===== config.mk =====
export PLATFORM = sky130hd
export DESIGN_NAME = aurora_hls_nfc
export DESIGN_NICKNAME = d
export VERILOG_FILES = /design/src/rtl/aurora_hls_nfc.sv
export SDC_FILE = /design/constraint.sdc
export NUM_CORES = 1
export LEC_CHECK = 0
export CAP_MARGIN = 25
export CORE_AREA = 5 5 42 44
export DETAILED_ROUTE_END_ITERATION = 12
export DIE_AREA = 0 0 47 49
export GPL_ROUTABILITY_DRIVEN = 0
export GPL_TIMING_DRIVEN = 0
export PLACE_DENSITY = 0.63
export SLEW_MARGIN = 20
export SYNTH_ARGS = -nofsm -noshare
export SYNTH_HDL_FRONTEND = slang
export SYNTH_SLANG_ARGS = --single-unit

===== constraint.sdc =====
create_clock -name clk -period 0.9 [get_ports clk]
set_input_delay 0.27 -clock clk [delete_from_list [all_inputs] [get_ports clk]]
set_output_delay 0.27 -clock clk [all_outputs]
set_load 0.005 [all_outputs]

===== src/rtl/aurora_hls_nfc.sv =====
// Native flow control generator for an Aurora RX path: issues XOFF when the RX FIFO
// crosses its high watermark and XON once it drains below its low watermark.
module aurora_hls_nfc #(
  parameter logic [15:0] XOFF_WORD = 16'h0100,
  parameter logic [15:0] XON_WORD  = 16'h0000
) (
  input  logic        clk,
  input  logic        rst_n,
  input  logic        fifo_rx_prog_full,
  input  logic        fifo_rx_prog_empty,
  input  logic        s_axi_nfc_tready,
  output logic        s_axi_nfc_tvalid,
  output logic [15:0] s_axi_nfc_tdata
);

  typedef enum logic [1:0] {
    StOn      = 2'd0,
    StSendXoff = 2'd1,
    StOff     = 2'd2,
    StSendXon = 2'd3
  } state_e;

  state_e      state_q, state_d;
  logic        tvalid_q, tvalid_d;
  logic [15:0] tdata_q, tdata_d;
  logic        handshake;

  assign handshake = tvalid_q & s_axi_nfc_tready;

  // Pending words are never withdrawn; flags are only re-evaluated in ON/OFF.
  always_comb begin
    state_d = state_q;
    unique case (state_q)
      StOn: begin
        if (fifo_rx_prog_full) state_d = StSendXoff;
      end
      StSendXoff: begin
        if (handshake) state_d = StOff;
      end
      StOff: begin
        // prog_full dominates so simultaneous flags never trigger XON
        if (fifo_rx_prog_empty && !fifo_rx_prog_full) state_d = StSendXon;
      end
      StSendXon: begin
        if (handshake) state_d = StOn;
      end
      default: state_d = StOn;
    endcase
  end

  // Outputs are decoded from the next state so they are registered alongside it.
  always_comb begin
    tvalid_d = 1'b0;
    tdata_d  = XON_WORD;
    unique case (state_d)
      StSendXoff: begin
        tvalid_d = 1'b1;
        tdata_d  = XOFF_WORD;
      end
      StSendXon: begin
        tvalid_d = 1'b1;
        tdata_d  = XON_WORD;
      end
      default: begin
        tvalid_d = 1'b0;
        tdata_d  = XON_WORD;
      end
    endcase
  end

  // rst_n is active-high despite its name.
  always_ff @(posedge clk) begin
    if (rst_n) begin
      state_q  <= StOn;
      tvalid_q <= 1'b0;
      tdata_q  <= 16'h0000;
    end else begin
      state_q  <= state_d;
      tvalid_q <= tvalid_d;
      tdata_q  <= tdata_d;
    end
  end

  assign s_axi_nfc_tvalid = tvalid_q;
  assign s_axi_nfc_tdata  = tdata_q;

endmodule


==> results.rst <==
.. list-table::
   :header-rows: 1

   * - Metric
     - Value
   * - Leading cell type in the layout, fill and taps excluded
     - buf_4
   * - Full die area
     - approximately 2300 um2
   * - Sum of net half-perimeters after detailed placement
     - 398 um
   * - Cell type of the slowest stage on the worst timing path
     - dfxtp_4
   * - Initial standard-cell utilization of the core
     - around 17%
   * - Netlist Area Pre-Place
     - about 240 um2
   * - Critical path class
     - flop to output pin
   * - Setup repair after global routing missed its margin
     - yes
   * - Die boundary height
     - ~49 um
   * - Ys Warns
     - 0
   * - H-tree lvl count
     - 1
   * - Clk pwr share
     - between 40 and 50%
   * - Number of synthesized register bits
     - 3
   * - Wire length reported by the detailed router
     - 503 um
   * - Power Total
     - 525 uW
   * - Layout Nets
     - 60
   * - Maximum resistive drop on vdd
     - roughly 0.00035 V
   * - Part of the cycle the worst path needs
     - 105%
   * - Capturing element type of the critical path
     - output pin
   * - Slowest Stage Delay on Critical Path
     - roughly 330 ps
   * - Internal power component
     - approximately 400 uW
   * - Detailed-router iteration count before antenna repair
     - 1
   * - Power share of the sequential group
     - between 20% and 30%
   * - Power Density
     - roughly 1200 nW/um2
   * - Startpoint Class
     - flop
   * - CTS Hold Buffers Added
     - 0
   * - Critical Path, Cell by Cell
     - buf_6
   * - Number of top-level pins
     - 22
   * - Post-synthesis sequential area ratio
     - about a quarter
   * - Maximum clock frequency
     - 1060 MHz
   * - Max-cap violations
     - 0
   * - Failing checks
     - setup timing
   * - Number of port buffers
     - 6
   * - Remaining design rule violation count
     - 0
   * - Skew-Pair Late Insertion Delay
     - between 200 and 250 ps
   * - Leading cell types in the layout, fill and taps excluded
     - buf_4, conb_1, clkbuf_4, dlygate4sd2_1
   * - Remaining antenna violation count after routing
     - 0
   * - Wirelength per Cell
     - about 7.2 um
   * - Outcome
     - finished with violations
   * - Post-DR vias/cell
     - ~3.1
   * - Number of antenna cells inserted
     - 0
   * - Total grt overflow
     - 0
   * - Layout Cells excl Fill
     - 70
   * - Number of filler instances in the final layout
     - 162
   * - Post-Synthesis Cells
     - 28
   * - Routed vias
     - 215
   * - TritonCTS clock tree
     - done
   * - Net Sw Power
     - between 100 and 150 uW
   * - Placed Cells
     - 64
   * - Minimum setup slack in the final design
     - -41.3 ps
   * - Signed area change from the synthesized netlist to the final layout
     - 78.1%
   * - Initial antenna violation count
     - 0
   * - Number of clock sinks
     - 3
   * - Clock-pin slew on the worst setup and hold paths
     - ~40 ps
   * - Cell Rows
     - 14
   * - Lkg Pwr
     - roughly 0.00024 uW
   * - Wire length of the first global-routing pass
     - just over 800 um
   * - Pins Over Slew Limit
     - 0
   * - Fraction of layout instances using a drive strength above 1
     - a little over half
   * - Sequential cell area in the final layout
     - about 70 um2
   * - Combinational share of power
     - between 20% and 30%
   * - Pin count of the biggest net entering global routing
     - 6
   * - TritonCTS Buffers
     - 3
   * - Multi-input logic area
     - 133 um2
   * - Type of the worst min-delay path
     - input pin to flop
   * - Number of failing setup endpoints in the final timing report
     - 2
   * - Buffers & Inverters on Critical Path
     - 1
   * - Data required, critical path
     - about 630 ps
   * - Worst Path Arrival
     - roughly 670 ps
   * - Maximum clock skew at final layout
     - between 2 and 3 ps
   * - Period minus WS final
     - roughly 940 ps
   * - Initial DRC count
     - 0
   * - Total negative slack for setup checks
     - -48.3 ps
   * - Gate family responsible for the most delay along the worst path
     - flip-flops
   * - Syn_area_per_cell
     - roughly 8.6 um2
   * - Die Span X
     - approximately 47 um
   * - Core Box Area
     - 1400 um2
   * - Maximum net fanout on the critical path
     - 2
   * - Placed cell area
     - approximately 370 um2
   * - Clk buf depth
     - 2
   * - Net Sw Frac
     - 23.6%
   * - Non-Filler Cell Area, Final
     - 428 um2
   * - Clk root buf
     - clkbuf_4
   * - Hold violation count in the final report
     - 0
   * - Total global routing track utilization
     - under 10%
   * - Post-route worst hold slack
     - 499 ps
   * - Cell variety after synth
     - 11
   * - Via count of the first global-routing pass
     - between 200 and 250
registers in the layout, summed over array words and instances, names as in the netlist:
name,flops
state_q,1
s_axi_nfc_tdata,1
s_axi_nfc_tvalid,1
path summary, 6_finish.rpt:
kind	from	slack (ps)	cells past startpoint	endpoint
setup reg to reg	s_axi_nfc_tvalid$_SDFF_PP0_	20	2	s_axi_nfc_tvalid$_SDFF_PP0_
hold reg to reg	state_q[1]$_SDFF_PP0_	530	2	s_axi_nfc_tdata[8]$_SDFF_PP0_
setup / recovery	s_axi_nfc_tvalid$_SDFF_PP0_	-40	1	s_axi_nfc_tvalid
hold / removal	fifo_rx_prog_full	500	3	s_axi_nfc_tdata[8]$_SDFF_PP0_
Yosys cell counts (all sizes together):
library cell | instances | area share [%]
buf | 15 | 47
dfxtp | 3 | 25
a21oi | 2 | 4.2
a21bo | 1 | 4.2
and2b | 1 | 3.1
and3b | 1 | 3.6
conb | 1 | 1.6
nand3b | 1 | 3.1
nor2 | 1 | 1.6
nor3b | 1 | 3.1
o31a | 1 | 3.6
per-stage QoR:
stage          utilization (%)  setup WS, ps
2_1_floorplan                -          58.1
3_3_place_gp              26.6          -410
3_5_place_dp              26.6          -434
4_1_cts                   29.5         -54.1
5_1_grt                   30.5         -66.5
6_report                  30.5         -41.3
cells by family after synthesis:
group | synth area share (%)
buf+inv | 46.9
other cells | 1.56
compound gates | 12.0
simple gates | 14.6
flops | 25.0
power groups by stage:
stage / logic [uW] / clock network, uW / registers (uW)
global route: 154 / 270 / 155
global placement: 121 / 0 / 157
finish: 139 / 232 / 154
detailed placement: 122 / 0 / 159
CTS: 129 / 246 / 154
floorplan: 81.9 / 0 / 157
what timing repair did:
| action | in CTS | in global routing |
|---|---|---|
| endpoints found under the setup margin | 4 | 4 |
| gates resized for setup | 17 | 3 |
| setup buffers | 1 | 1 |
| pin swaps | 1 | 2 |
per-layer routing:
layer  vias up  wire length [um]  GRT usage (%)
li1        116                 -              -
met1        87               212           5.91
met2        12               249           5.88
met3         0                42           2.21
met4         0                 0           5.53
met5         -                 0              0
final cells by class:
class,instances,area share (%)
flip-flops and latches,3,16.1
clock buffers,4,6.14
well taps,16,4.68
multi-input cells,24,31.0
plain buffers,15,26.3
repair buffers,8,15.8
worst register-to-register path: stages (launching register included):
cell	delay [ps]
dfxtp_4	330
buf_4	150
o31a_1	290
Note: power is estimated with default switching activity, not from simulation.
